[config.mk]
export PLATFORM = sky130hd
export DESIGN_NAME = r4k_dbus_bridge
export DESIGN_NICKNAME = d
export VERILOG_FILES = /design/src/rtl/r4k_dbus_bridge.sv
export SDC_FILE = /design/constraint.sdc
export NUM_CORES = 1
export LEC_CHECK = 0
export ABC_AREA = 0
export CORE_UTILIZATION = 40
export CTS_CLUSTER_DIAMETER = 60
export DETAILED_ROUTE_END_ITERATION = 8
export PLACE_DENSITY = 0.82
export SYNTH_ARGS = -nofsm -noshare
export SYNTH_HDL_FRONTEND = slang
export SYNTH_SLANG_ARGS = --single-unit
[constraint.sdc]
create_clock -name clk -period 1.94 [get_ports clk]
set_input_delay 0.388 -clock clk [delete_from_list [all_inputs] [get_ports clk]]
set_output_delay 0.388 -clock clk [all_outputs]
set_load 0.05 [all_outputs]
[src/rtl/r4k_dbus_bridge.sv]
// Data-side bridge: captures one 64-bit core load/store and replays it as up to
// two 32-bit valid/ready bus beats, with sticky error and timeout reporting.
module r4k_dbus_bridge #(
  parameter int unsigned ADDR_W  = 32,
  parameter int unsigned TIMEOUT = 255
) (
  input  logic              clk,
  input  logic              reset_n,
  input  logic [63:0]       core_address,
  input  logic [63:0]       core_wdata,
  input  logic              core_read,
  input  logic              core_write,
  input  logic [7:0]        core_mask,
  output logic [63:0]       core_rdata,
  output logic              core_stall,
  output logic [ADDR_W-1:0] bus_addr,
  output logic [31:0]       bus_wdata,
  output logic [3:0]        bus_wstrb,
  output logic              bus_we,
  output logic              bus_valid,
  input  logic              bus_ready,
  input  logic [31:0]       bus_rdata,
  input  logic              bus_error,
  output logic              err_flag,
  output logic [ADDR_W-1:0] err_addr
);

  localparam int unsigned TW     = (TIMEOUT < 2) ? 1 : $clog2(TIMEOUT + 1);
  localparam logic [TW:0] TO_LIM = (TW + 1)'(TIMEOUT);
  localparam bit          TO_EN  = (TIMEOUT != 0);

  typedef enum logic [1:0] {IDLE, LO, HI, DONE} state_t;

  state_t            state_q, state_d;
  logic [ADDR_W-4:0] base_q;
  logic [63:0]       wdata_q;
  logic [7:0]        mask_q;
  logic              we_q;
  logic [TW-1:0]     tcnt_q;

  logic              req_c;
  logic              active_c;
  logic              timeout_c;
  logic              fail_c;
  logic              beat_ok_c;
  logic [7:0]        eff_mask_c;
  logic              unused_addr;

  // Only the word-aligned part of the address below ADDR_W reaches the bus.
  assign unused_addr = ^core_address;

  // A zero-mask read fetches the full doubleword.
  assign req_c      = core_read | core_write;
  assign eff_mask_c = (!core_write && core_mask == 8'h00) ? 8'hFF : core_mask;
  assign active_c   = (state_q == LO) || (state_q == HI);
  assign timeout_c  = TO_EN && active_c && !bus_ready &&
                      (({1'b0, tcnt_q} + (TW + 1)'(1)) == TO_LIM);
  assign fail_c     = (active_c && bus_ready && bus_error) || timeout_c;
  assign beat_ok_c  = active_c && bus_ready && !bus_error;
  assign core_stall = ((state_q == IDLE) && req_c) || active_c;

  always_ff @(posedge clk or negedge reset_n) begin
    if (!reset_n) state_q <= IDLE;
    else          state_q <= state_d;
  end

  // Next state and bus beat decode from the latched request.
  always_comb begin
    state_d   = state_q;
    bus_valid = 1'b0;
    bus_we    = 1'b0;
    bus_addr  = '0;
    bus_wdata = '0;
    bus_wstrb = '0;
    case (state_q)
      IDLE: begin
        if (req_c) begin
          if (|eff_mask_c[3:0])      state_d = LO;
          else if (|eff_mask_c[7:4]) state_d = HI;
          else                       state_d = DONE;
        end
      end
      LO: begin
        bus_valid = 1'b1;
        bus_we    = we_q;
        bus_addr  = {base_q, 3'b000};
        bus_wdata = wdata_q[31:0];
        bus_wstrb = mask_q[3:0];
        if (fail_c)         state_d = DONE;
        else if (bus_ready) state_d = (|mask_q[7:4]) ? HI : DONE;
      end
      HI: begin
        bus_valid = 1'b1;
        bus_we    = we_q;
        bus_addr  = {base_q, 3'b100};
        bus_wdata = wdata_q[63:32];
        bus_wstrb = mask_q[7:4];
        if (fail_c || bus_ready) state_d = DONE;
      end
      DONE:    state_d = IDLE;
      default: state_d = IDLE;
    endcase
  end

  // Request capture and read data assembly.
  always_ff @(posedge clk or negedge reset_n) begin
    if (!reset_n) begin
      base_q     <= '0;
      wdata_q    <= '0;
      mask_q     <= '0;
      we_q       <= 1'b0;
      core_rdata <= '0;
    end else if ((state_q == IDLE) && req_c) begin
      base_q     <= core_address[ADDR_W-1:3];
      wdata_q    <= core_wdata;
      mask_q     <= eff_mask_c;
      we_q       <= core_write;
      core_rdata <= '0;
    end else if (beat_ok_c && !we_q) begin
      if (state_q == LO) core_rdata[31:0]  <= bus_rdata;
      else               core_rdata[63:32] <= bus_rdata;
    end
  end

  // Per-beat wait counter; restarts whenever a beat ends or the bus is idle.
  always_ff @(posedge clk or negedge reset_n) begin
    if (!reset_n)                                tcnt_q <= '0;
    else if (!active_c || bus_ready || timeout_c) tcnt_q <= '0;
    else                                         tcnt_q <= tcnt_q + TW'(1);
  end

  // Sticky error: only the first failing beat address is kept.
  always_ff @(posedge clk or negedge reset_n) begin
    if (!reset_n) begin
      err_flag <= 1'b0;
      err_addr <= '0;
    end else if (fail_c && !err_flag) begin
      err_flag <= 1'b1;
      err_addr <= bus_addr;
    end
  end

endmodule

* After elaboration in Yosys (flattened, before gate mapping)
Cells that the tools add are included.
** Storage, ports and cells
- Register bits after elaboration :: 209
- Output and inout port bits :: 168
** Operators by class
- $add $sub $neg :: 2
- Equal/unequal tests :: 8
- Muxes and demuxes :: 19
- Bitwise logic cells :: 1
- Reductions and logical operators :: 32
** Operator list (number)
- $mux 64 :: 2
- $pmux 32 s2 :: 2
- $mux 32 :: 2
- $mux 8 :: 2
- $reduce_or 4->1 :: 3
- $mux 2 :: 5
- $add 8x1->9 const B :: 1
- $eq 9x8->1 const B :: 1
- $logic_and 1x1->1 :: 9
- $add 8x1->8 const B :: 1
- $logic_not 8->1 :: 1
- $pmux 2 s4 :: 1
- $pmux 4 s2 :: 1
- $logic_not 1->1 :: 6
- $logic_or 1x1->1 :: 6
- $eq 2x2->1 const B :: 2
- $mux 1 :: 4
- $ne 2x2->1 const B :: 2
- $reduce_and 2->1 :: 2
- $reduce_bool 2->1 :: 2
- $ne 3x3->1 const B :: 1
- $reduce_and 3->1 :: 1
- $eq 2x1->1 const B :: 1
- $logic_not 2->1 :: 1
- other kinds (3) :: 3

* Depth between registers and ports, before layout
Gate-level depths: netlist of the first run.
- Depth in word-level cells :: 8
- Depth in mapped cells :: 10
- Depth with buffers taken out :: 7

* Least setup slack after synthesis of the first run
No wires, ideal clock.
- Path kind :: register to output
- Start point :: register state_q[0]
- End point :: output bus_wdata[10]
- Arrival time :: 2420 ps
- Setup slack :: -868 ps
- Stages on the path, launching flop included :: 7
- Path buffers :: 3
- Cells stage by stage :: dfrtp_1 inv_1 ha_1 buf_2 clkbuf_1 clkbuf_1 nor2b_1
** On the way
- Cells in the longest elaborated chain, start to end :: 2
** Ends and longest elaborated chain
- from (decl) :: RTL line 34 : state_t state_q, state_d;
- from (signal assigned) :: RTL line 64 : else state_q <= state_d;
- $eq 2x2->1 or $eq 2x1->1 (tied branches) :: RTL line 75 : case (state_q)
- $pmux 32 s2 (*) :: RTL line 75
- to (decl) :: RTL line 17 : output logic [31:0] bus_wdata,
Mark *: on every way between the ends. The rest lies on a longest branch, timed or not.

* Worst setup path after layout of the first run
- Start point :: register state_q[0]
- End point :: output bus_addr[31]
** On the way
- Cells in the longest elaborated chain, start to end :: 2
** Ends and longest elaborated chain
- $eq 2x2->1 or $eq 2x1->1 (tied branches) :: RTL line 75
- $pmux 32 s2 (*) :: RTL line 75
- to (decl) :: RTL line 16 : output logic [ADDR_W-1:0] bus_addr,
Marks and branches as above.

==> results.txt, run 1 <==
----------------------------------------------------
[Outcome]
  Result of the run ... finished, violations left
  Violations in the final reports ... DRC, setup timing

[Route]
  Routed via count ... approximately 8300
  Drt first-iter violations ... slightly below 400
  Total length of routed wires ... 30.6 mm
  Per-cell routed wire length ... 19.1 um
  Count of nets left with antenna violations after detail routing ... 0
  Detailed-router iteration count before antenna repair ... 7
  DR vias/cell ... about 5.2
  Final routed DRC violation total ... 48

[Global route]
  Number of antenna violations at the first check in global routing ... 4
  Total congestion overflow after global routing ... 0
  First-pass GRT wire length ... 46.8 mm
  Pin count of the biggest net entering global routing ... 57
  Global router's overall resource usage ... 0.254
  Vias in the first global route ... 8528

[Power and ir drop]
  Power Dens Cells ... between 1500 and 2000 mW/mm2
  Maximum VDD drop ... 1.10 mV
  Standby leakage power ... 0.00736 uW

[Clock network]
  Clock Pin Slew Worst Setup and Hold Paths ... 0.06 ns
  CTS tree ... built
  Buffer type at the clock tree root ... sky130_fd_sc_hd__clkbuf_16
  CTS HTree Levels ... 1
  Number of buffers created by CTS ... 25
  Number of buffers between clock root and the deepest sink ... 3
  Number of clock sinks seen by CTS ... roughly 210
  Clock network latency to the later pin of the worst-skew pair ... 0.51 ns

[Worst setup path]
  CP max FO ... 29
  Kind of cell adding the most delay to the critical path ... buffers and inverters
  Cell with the largest stage delay on the worst path ... sky130_fd_sc_hd__dfrtp_1
  Crit path capture type ... primary output
  Critical path type ... reg -> out
  Number of logic stages on the critical path including buffering ... 7
  Largest stage delay, worst path ... 0.37 ns
  Startpoint class of the critical path ... flip-flop
  R2R Path End ... core_rdata[39]
  List of cells traversed by the critical path ... inv_2 > ha_4 > buf_8 > nor2b_4 > buf_12 > and2_2 > buf_12
  Data arrival time of the critical path ... 2.07 ns
  FF-to-FF Start ... state_q[0]
  Number of buffers and inverters on the critical path ... 4
  Cell repeated most along the worst path ... sky130_fd_sc_hd__buf_12
  Depth of the worst register-to-register path ... 10
  Worst EP required ... 1.55 ns
  Register-to-register path setup slack ... -0.21 ns

[STA]
  Peak clock frequency supported by timing ... 0.406 GHz
  Total count of hold-check failures in the final report ... 0
  Final cycle utilization of the critical path ... 1.27
  Worst-Margin Slew ... 0.565 ns
  Minimum setup slack in the final design ... -0.521 ns
  Tightest slew margin relative to the limit ... 0.624
  Max Clock Skew ... between 0.007 and 0.008 ns
  Setup violation total in the final timing report ... 162
  Setup repair after global routing missed its margin ... yes
  Number of pins exceeding their max-slew limit in the final report ... 0
  Final min period ... 2.46 ns
  Final sum of negative setup slack ... -42.70 ns

[Synthesis]
  Number of unique standard cell types used by synthesis ... 37
  Share of synthesized area occupied by flip-flops and latches ... 0.575
  Number of instances in the synthesized netlist ... 953
  Post-synth design cell area ... ~0.0090 mm2
  Synthesis-stage register bit count ... 207
  Yosys warning count ... 0
  Dominant cell type by area after synthesis ... sky130_fd_sc_hd__dfrtp_1
  Most used DFF post-synth ... sky130_fd_sc_hd__dfrtp_1
  Number of enable-type register cells in the synthesized netlist ... 0
  Largest cells by area after synthesis ... sky130_fd_sc_hd__dfrtp_1 (57%), sky130_fd_sc_hd__nand2_1 (17%), sky130_fd_sc_hd__mux2_4 (5.0%), sky130_fd_sc_hd__a22oi_1 (3.0%), sky130_fd_sc_hd__nor2b_1 (2.7%)
  Proportion of netlist area held by the largest area contributor ... 0.575
  Share of async-settable or async-resettable flops after synthesis ... 1.00
  Avg Cell Area, Syn ... approximately 9.5 um2

[Placement]
  Final GP Congestion ... 0.825
  Port-buffer cells ... between 300 and 400
  Placed instance count ... 1525
  Final HPWL from detailed placement ... 18.5 mm
  Worst slack at placement ... -0.338 ns

[Die]
  Standard-cell rows ... between 50 and 60
  Die area ... 0.0231 mm2
  Area of the core ... about 0.022 mm2
  Top-Level Pins ... ~340
  Effective utilization at floorplan ... 0.410
  Height of the die ... 152 um
  Chip width ... 152 um

[Cells and area]
  Net count reported at finish ... 1486
  Most common cell after layout, fill and taps aside ... sky130_fd_sc_hd__nand2_1
  Layout overhead on the synthesized area ... 70.6%
  Cell Count, Final, Fillers Out ... 1604
  Share of cells above drive strength 1 ... 0.287
  Highest-count cells in the layout ignoring fill and taps ... sky130_fd_sc_hd__nand2_1 (411), sky130_fd_sc_hd__dfrtp_1 (207), sky130_fd_sc_hd__clkdlybuf4s50_1 (137), sky130_fd_sc_hd__buf_12 (88), sky130_fd_sc_hd__dlygate4sd2_1 (75)

[Min path]
  Type of the tightest min-delay check ... in -> async

[Flow run]
  Maxcap violations ... 0

----------------------------------------------------
cells by family after synthesis:
family | synth area share
compound gates | 0.0821
xor+xnor | 0.00583
fa+ha+maj | 0.00972
buf+inv | 0.0375
flops | 0.575
mux | 0.0522
other cells | 0.000416
simple gates | 0.238
Yosys cell counts, types with 2 or more instances:
cell	number
sky130_fd_sc_hd__o21ai_0	35
sky130_fd_sc_hd__buf_1	12
sky130_fd_sc_hd__xor2_1	2
sky130_fd_sc_hd__mux2_4	30
sky130_fd_sc_hd__nor2_1	10
sky130_fd_sc_hd__mux2i_1	2
sky130_fd_sc_hd__a21oi_1	34
sky130_fd_sc_hd__nor4_1	3
sky130_fd_sc_hd__nand2b_1	2
sky130_fd_sc_hd__inv_1	5
sky130_fd_sc_hd__dfrtp_1	207
sky130_fd_sc_hd__a22oi_1	36
sky130_fd_sc_hd__nand3_1	5
sky130_fd_sc_hd__buf_12	3
sky130_fd_sc_hd__buf_2	9
sky130_fd_sc_hd__buf_4	4
sky130_fd_sc_hd__o22a_1	8
sky130_fd_sc_hd__and3_1	2
sky130_fd_sc_hd__xnor2_1	4
sky130_fd_sc_hd__nand2_1	413
sky130_fd_sc_hd__ha_1	7
sky130_fd_sc_hd__nor2b_1	39
sky130_fd_sc_hd__and2_1	31
sky130_fd_sc_hd__clkbuf_1	37
metrics by stage:
stage,total power (uW),util,hold WS [ns],area [um2]
floorplan,14700,-,0.0924,9420
global placement,19800,0.623,0.364,13700
detailed placement,20200,0.623,0.365,13700
CTS,25900,0.682,0.386,15000
global route,27800,0.700,0.389,15400
finish,26600,0.700,0.399,15400
metal layers:
metal | vias up | global-route usage | share of wire
met5 | - | 0 | 0
met4 | 0 | 0.0928 | 0.038
met3 | 77 | 0.0622 | 0.079
met2 | 365 | 0.443 | 0.51
met1 | 4043 | 0.305 | 0.38
li1 | 3787 | - | -
power by group:
| group | switching (uW) | internal (uW) | leakage, uW |
|---|---|---|---|
| Sequential | 1020 | 5900 | 0.00267 |
| Combinational | 8530 | 6710 | 0.00431 |
| Clock | 1780 | 2680 | 0.000376 |
what timing repair did:
action,4_1_cts,5_1_grt
endpoints found under the hold margin,41,0
hold buffers,1,0
setup buffers,8,4
resized for setup,153,29
cloned,9,12
endpoints found under the setup margin,173,165
pin swaps,5,6
state kept, by name, indices dropped and copies added (netlist names):
signal / flops
err_addr: 30
we_q: 1
wdata_q: 64
base_q: 29
mask_q: 8
tcnt_q: 8
core_rdata: 64
err_flag: 1
state_q: 2
worst reg2reg max path, stage by stage (launching register included):
cell                        delay (ns)
sky130_fd_sc_hd__dfrtp_1          0.39
sky130_fd_sc_hd__inv_2            0.12
sky130_fd_sc_hd__ha_4             0.22
sky130_fd_sc_hd__buf_8            0.13
sky130_fd_sc_hd__buf_6            0.14
sky130_fd_sc_hd__nand2_4          0.07
sky130_fd_sc_hd__nor3_4           0.05
sky130_fd_sc_hd__buf_6            0.13
sky130_fd_sc_hd__o21bai_4         0.41
sky130_fd_sc_hd__clkbuf_16        0.27
sky130_fd_sc_hd__o21ai_0          0.10
layout make-up:
| cell class | instances | area (um2) |
|---|---|---|
| inverter | 5 | 18.8 |
| sequential | 207 | 5180 |
| antenna | 4 | 10.0 |
| fill | 1553 | 6580 |
| tap | 280 | 350 |
| clock inverter | 7 | 71.3 |
| multi-input combinational | 680 | 4210 |
| clock buffer | 35 | 713 |
| timing repair buffer | 386 | 4820 |
worst max-delay path by stage:
stage                         to  startpoint  slack (ns)
floorplan           bus_addr[10]  state_q[0]       -0.05
global placement    err_addr[29]   tcnt_q[0]       -0.30
global route        bus_addr[17]  state_q[0]       -0.59
CTS                 bus_addr[28]  state_q[0]       -0.51
detailed placement  err_addr[23]   tcnt_q[0]       -0.34
finish              bus_addr[31]  state_q[0]       -0.52
(Power assumes the default switching activity.)
==> run 2, diff against run 1 <==
--- a/config.mk
+++ b/config.mk
@@ -6,6 +6,7 @@
 export NUM_CORES = 1
 export LEC_CHECK = 0
 export ABC_AREA = 0
+export CORE_ASPECT_RATIO = 0.5
 export CORE_UTILIZATION = 40
 export CTS_CLUSTER_DIAMETER = 60
 export DETAILED_ROUTE_END_ITERATION = 8
==> results.txt, run 2 (synthesis gave the netlist of run 1 again) <==
----------------------------------------------------
[Cells and area]
  Net count reported at finish ... 1496 (+0.67%)
  Post-layout util ... 0.702 (+0.00183)
  Inserted Diodes ... 0 (-4)
  Most common cell after layout, fill and taps aside ... sky130_fd_sc_hd__nand2_1
  Share of cells above drive strength 1 ... 0.317 (+0.0298)
  Cell Count, Final, Fillers Out ... 1622 (+1.1%)
  Largest registers in the final layout ... core_rdata: 64 flops, wdata_q: 64 flops, err_addr: 30 flops
  Layout overhead on the synthesized area ... 70.4%
  Highest-count cells in the layout ignoring fill and taps ... sky130_fd_sc_hd__nand2_1 (394), sky130_fd_sc_hd__dfrtp_1 (207), sky130_fd_sc_hd__clkdlybuf4s50_1 (137), sky130_fd_sc_hd__buf_12 (89), sky130_fd_sc_hd__buf_4 (75)

[Route]
  Routed via count ... 8523 (+3.0%)
  DR vias/cell ... 5.25 (+1.9%)
  Count of nets left with antenna violations after detail routing ... 0 (unchanged)
  Total length of routed wires ... 32.3 mm (+5.6%)
  Drt first-iter violations ... 785 (+100%)
  Final routed DRC violation total ... 0 (-100%)
  Detailed-router iteration count before antenna repair ... 5 (-2)
  Per-cell routed wire length ... 19.9 um (+4.5%)

[Placement]
  Placed instance count ... 1549 (+1.6%)
  Worst slack at placement ... -0.156 ns (+0.182 ns)
  Port-buffer cells ... 302 (unchanged)
  Final GP Congestion ... 0.855 (+3.6%)
  Final HPWL from detailed placement ... 19.2 mm (+3.6%)

[Clock network]
  Number of buffers created by CTS ... 21 (-16%)
  Buffer type at the clock tree root ... sky130_fd_sc_hd__clkbuf_16
  CTS HTree Levels ... 1 (unchanged)
  CTS tree ... built
  Clock Pin Slew Worst Setup and Hold Paths ... 0.07 ns (about the same)
  Number of buffers between clock root and the deepest sink ... 3 (unchanged)
  Number of clock sinks seen by CTS ... 207 (unchanged)
  Clock network latency to the later pin of the worst-skew pair ... 0.51 ns (about the same)

[Worst setup path]
  Critical path type ... reg -> out
  Depth of the worst register-to-register path ... 10 (unchanged)
  Worst EP required ... 1.55 ns (about the same)
  Startpoint class of the critical path ... flip-flop
  Data arrival time of the critical path ... 2.05 ns (-0.02 ns)
  Crit path capture type ... primary output
  CP max FO ... 29 (unchanged)

[Global route]
  Pin count of the biggest net entering global routing ... 88 (+54%)
  Global router's overall resource usage ... 0.245 (-0.00920)
  First-pass GRT wire length ... 45.1 mm (-3.6%)
  Total congestion overflow after global routing ... 0 (unchanged)
  Number of antenna violations at the first check in global routing ... 0 (-4)
  Vias in the first global route ... 8515 (-0.15%)

[Die]
  Standard-cell rows ... 38 (-30%)
  Area of the core ... 0.0219 mm2 (-0.40%)
  Chip width ... 214 um (+41%)
  Die area ... 0.0232 mm2 (+0.16%)
  Effective utilization at floorplan ... 0.412 (+0.00164)
  Height of the die ... 108 um (-29%)
  Top-Level Pins ... 342 (unchanged)

[STA]
  Total count of hold-check failures in the final report ... 0 (unchanged)
  Minimum setup slack in the final design ... -0.494 ns (+0.0272 ns)
  Tightest slew margin relative to the limit ... 0.581 (-0.0423)
  Setup repair after global routing missed its margin ... yes
  Number of pins exceeding their max-slew limit in the final report ... 0 (unchanged)
  Setup violation total in the final timing report ... 160 (-1.2%)
  Worst-Margin Slew ... 0.622 ns (+0.0577 ns)
  Final cycle utilization of the critical path ... 1.25 (-0.0140)
  Max Clock Skew ... 0.00971 ns (+0.00253 ns)
  Final min period ... 2.43 ns (-0.0272 ns)
  Peak clock frequency supported by timing ... 0.411 GHz (+1.1%)

[Outcome]
  Violations in the final reports ... setup timing
  Result of the run ... finished, violations left

[Power and ir drop]
  Power after layout ... 26400 uW (-0.87%)
  Maximum VDD drop ... 0.816 mV (-26%)
  Power Dens Cells ... 1720 mW/mm2 (-0.74%)
  Standby leakage power ... 0.00732 uW (-0.54%)

[Flow run]
  Maxcap violations ... 0 (unchanged)

[Min path]
  Type of the tightest min-delay check ... in -> async

----------------------------------------------------
## run 2: cell types whose count changed in the layout (fill, tap and decap cells not counted), moves of 11 or more
cell	delta
sky130_fd_sc_hd__buf_4	+19
sky130_fd_sc_hd__dlygate4sd2_1	-13
sky130_fd_sc_hd__nand2_1	-17
sky130_fd_sc_hd__nand2_2	+18
sky130_fd_sc_hd__o21ai_0	-11
## run 2: report_power, final
part / switching (uW) / internal (uW)
clock: 1690 / 2040
sequential: 1050 / 5890
combinational: 8780 / 6920
## run 2: critical path, stage by stage, from the launching register on
cell	delay [ns]
sky130_fd_sc_hd__dfrtp_1	0.42
sky130_fd_sc_hd__buf_6	0.14
sky130_fd_sc_hd__ha_4	0.21
sky130_fd_sc_hd__nor2_4	0.16
sky130_fd_sc_hd__nor2b_4	0.06
sky130_fd_sc_hd__buf_12	0.16
sky130_fd_sc_hd__and2_2	0.23
sky130_fd_sc_hd__buf_12	0.15
## run 2: per-layer routing
layer,global-route usage,vias to the layer above,part of all wire
li1,-,3788,-
met1,0.297,4244,0.39
met2,0.446,386,0.51
met3,0.0307,105,0.054
met4,0.108,0,0.042
met5,0,-,0
## run 2: final cells by class
type / count / area, um2
Clock inverter: 2 / 13.8
Fill cell: 1437 / 6520
Inverter: 5 / 18.8
Clock buffer: 28 / 572
Multi-Input combinational cell: 679 / 4260
Timing Repair Buffer: 401 / 4930
Tap cell: 300 / 375
Sequential cell: 207 / 5180
## run 2: repair_timing
| item | 4_1_cts | 5_1_grt |
|---|---|---|
| endpoints found under the setup margin | 161 | 164 |
| endpoints found under the hold margin | 45 | 0 |
| pin swaps | 21 | 16 |
| buffers inserted | 11 | 16 |
| gates cloned | 6 | 13 |
| gates resized for setup | 122 | 99 |
| hold buffers | 1 | 0 |
## run 2: path summary, 6_finish.rpt
kind | start | endpoint | slack, ns
worst max-delay path | state_q[1] | bus_addr[18] | -0.49
worst min-delay path | reset_n | wdata_q[55] | 0.42
worst max register to register | state_q[1] | err_addr[19] | -0.34
worst min register to register | base_q[14] | base_q[14] | 0.47
max in group asynchronous | reset_n | wdata_q[9] | 0.72
min in group clk | core_address[17] | base_q[14] | 0.42
## run 2: stage by stage
stage / setup TNS [ns] / hold WS [ns] / cell area (um2)
floorplan: -2.68 / 0.0924 / 9420
global placement: -3.01 / 0.364 / 13700
detailed placement: -6.01 / 0.366 / 13700
CTS: -31.56 / 0.389 / 14700
global route: -52.88 / 0.411 / 15400
finish: -42.35 / 0.419 / 15400
==> run 3, diff against run 2 <==
--- a/config.mk
+++ b/config.mk
@@ -6,10 +6,12 @@
 export NUM_CORES = 1
 export LEC_CHECK = 0
 export ABC_AREA = 0
+export ABC_CLOCK_PERIOD_IN_PS = 1940
 export CORE_ASPECT_RATIO = 0.5
 export CORE_UTILIZATION = 40
 export CTS_CLUSTER_DIAMETER = 60
 export DETAILED_ROUTE_END_ITERATION = 8
+export GPL_TIMING_DRIVEN = 0
 export PLACE_DENSITY = 0.82
 export SYNTH_ARGS = -nofsm -noshare
 export SYNTH_HDL_FRONTEND = slang
==> results.txt, run 3 (synthesis gave the netlist of run 1 again) <==
----------------------------------------------------
[Cells and area]
  Share of cells above drive strength 1 ... 0.332 (+0.0152)
  Largest registers in the final layout ... core_rdata: 64 flops, wdata_q: 64 flops, err_addr: 30 flops
  Footprint of the multi-input gates ... 0.00447 mm2 (+4.9%)
  Inserted Diodes ... 0 (unchanged)
  Highest-count cells in the layout ignoring fill and taps ... sky130_fd_sc_hd__nand2_1 (368), sky130_fd_sc_hd__dfrtp_1 (207), sky130_fd_sc_hd__clkdlybuf4s50_1 (137), sky130_fd_sc_hd__dlygate4sd2_1 (96), sky130_fd_sc_hd__buf_6 (63)
  Layout overhead on the synthesized area ... 69.3%
  Layout filler cell count ... 1458 (+1.5%)
  Post-layout util ... 0.698 (-0.00429)
  Cell Count, Final, Fillers Out ... 1658 (+2.2%)
  Net count reported at finish ... 1525 (+1.9%)
  Sequential Area ... 0.00518 mm2 (unchanged)
  Most common cell after layout, fill and taps aside ... sky130_fd_sc_hd__nand2_1

[STA]
  Number of pins exceeding their max-slew limit in the final report ... 0 (unchanged)
  Final min period ... 2.61 ns (+0.171 ns)
  Setup repair after global routing missed its margin ... yes
  Final cycle utilization of the critical path ... 1.34 (+0.0884)
  Max Clock Skew ... 0.0352 ns (+0.0255 ns)
  Final sum of negative setup slack ... -92.35 ns (-50.00 ns)
  Tightest slew margin relative to the limit ... 0.458 (-0.123)
  Setup violation total in the final timing report ... 219 (+37%)
  Peak clock frequency supported by timing ... 0.384 GHz (-6.6%)
  Minimum setup slack in the final design ... -0.665 ns (-0.171 ns)
  Hold Worst Slack ... 0.400 ns (-0.0191 ns)
  Total count of hold-check failures in the final report ... 0 (unchanged)
  Worst-Margin Slew ... 0.805 ns (+0.183 ns)

[Route]
  Routed via count ... 9110 (+6.9%)
  Detailed-router iteration count before antenna repair ... 8 (+3)
  Total length of routed wires ... 36.8 mm (+14%)
  DR vias/cell ... 5.49 (+4.6%)
  Drt first-iter violations ... 951 (+21%)
  Count of nets left with antenna violations after detail routing ... 0 (unchanged)
  Per-cell routed wire length ... 22.2 um (+11%)
  Final routed DRC violation total ... 0 (unchanged)

[Power and ir drop]
  Power Dens Cells ... 1740 mW/mm2 (+1.1%)
  Maximum VDD drop ... 0.850 mV (+4.2%)
  Standby leakage power ... 0.00752 uW (+2.7%)
  Power after layout ... 26500 uW (+0.45%)

[Global route]
  Global router's overall resource usage ... 0.261 (+0.0152)
  Pin count of the biggest net entering global routing ... 118 (+34%)
  First-pass GRT wire length ... 47.2 mm (+4.7%)
  Total congestion overflow after global routing ... 0 (unchanged)
  Number of antenna violations at the first check in global routing ... 0 (unchanged)
  Vias in the first global route ... 8637 (+1.4%)

[Min path]
  Type of the tightest min-delay check ... in -> reg

[Worst setup path]
  Worst EP required ... 1.55 ns (about the same)
  Data arrival time of the critical path ... 2.22 ns (+0.17 ns)
  Number of buffers and inverters on the critical path ... 5 (+2)
  Crit path capture type ... primary output
  Critical path type ... reg -> out
  Largest stage delay, worst path ... 0.39 ns (-0.03 ns)
  Kind of cell adding the most delay to the critical path ... buffers and inverters
  CP max FO ... 5 (-83%)
  List of cells traversed by the critical path ... inv_2 > ha_4 > buf_6 > nor2b_4 > buf_4 > clkbuf_16 > and2_4 > buf_8
  Cell with the largest stage delay on the worst path ... sky130_fd_sc_hd__dfrtp_1
  Startpoint class of the critical path ... flip-flop

[Clock network]
  CTS tree ... built
  CTS HTree Levels ... 1 (unchanged)
  Number of buffers created by CTS ... 21 (unchanged)
  Clock Pin Slew Worst Setup and Hold Paths ... 0.07 ns (about the same)
  Number of clock sinks seen by CTS ... 207 (unchanged)
  Buffer type at the clock tree root ... sky130_fd_sc_hd__clkbuf_16
  Number of buffers between clock root and the deepest sink ... 3 (unchanged)
  Clock network latency to the later pin of the worst-skew pair ... 0.53 ns (+0.02 ns)

[Die]
  Effective utilization at floorplan ... 0.412 (unchanged)
  Area of the core ... 0.0219 mm2 (unchanged)
  Top-Level Pins ... 342 (unchanged)
  Chip width ... 214 um (unchanged)
  Die area ... 0.0232 mm2 (unchanged)
  Height of the die ... 108 um (unchanged)
  Standard-cell rows ... 38 (unchanged)

[Flow run]
  Maxcap violations ... 0 (unchanged)

[Placement]
  Final GP Congestion ... 0.840 (-1.8%)
  Placed instance count ... 1559 (+0.65%)
  Final HPWL from detailed placement ... 20.8 mm (+8.2%)
  Port-buffer cells ... 302 (unchanged)

[Outcome]
  Result of the run ... finished, violations left
  Violations in the final reports ... setup timing

----------------------------------------------------
run 3: worst register-to-register path: cells and delay by family, from the launching register on:
kind,cells,cell delay (ns)
buffers and inverters,7,0.93
and+or+nand+nor,2,0.34
adders and majority gates,1,0.23
AOI/OAI and AO/OA,1,0.22
DFF,1,0.41
muxes,1,0.31
run 3: per-layer routing:
| metal | track usage | share of wire | vias up |
|---|---|---|---|
| li1 | - | - | 3860 |
| met1 | 0.324 | 0.39 | 4516 |
| met2 | 0.453 | 0.48 | 540 |
| met3 | 0.0377 | 0.064 | 194 |
| met4 | 0.127 | 0.063 | 0 |
| met5 | 0 | 0 | - |
run 3: report_power, final:
part,leakage (uW),switching [uW],internal [uW]
clock network,0.000322,1810,2300
registers,0.00267,1170,5890
logic,0.00453,9200,6130
run 3: worst paths after layout:
path	slack, ns	depth (start not counted)	startpoint	endpoint
worst min-delay path	0.40	3	core_wdata[6]	wdata_q[6]
max in group asynchronous	0.37	3	reset_n	core_rdata[8]
worst max register to register	-0.62	12	state_q[0]	err_addr[3]
worst min register to register	0.47	2	base_q[18]	base_q[18]
worst max-delay path	-0.67	8	state_q[0]	bus_addr[31]
min in group asynchronous	0.48	2	reset_n	wdata_q[13]
run 3: cell type report:
class | instances | share of cell area
Multi-Input combinational cell | 680 | 0.293
Buffer | 64 | 0.0471
Clock buffer | 32 | 0.0398
Sequential cell | 207 | 0.339
Tap cell | 300 | 0.0246
Clock inverter | 5 | 0.00369
Inverter | 5 | 0.00139
Timing Repair Buffer | 365 | 0.251
run 3: stage by stage:
stage / setup slack (ns) / instance area (um2)
after floorplan: -0.0491 / 9420
after global placement: -7.92 / 12800
after CTS: -0.579 / 14300
final: -0.665 / 15300
after global routing: -0.705 / 15300
after detailed placement: -0.967 / 12800
run 3: timing repair:
action	in CTS	in global routing
pin swaps	24	50
cloned	8	12
buffers inserted	17	27
gates resized for setup	685	261
hold buffers	1	0
hold endpoints to repair	90	0
endpoints found under the setup margin	357	257
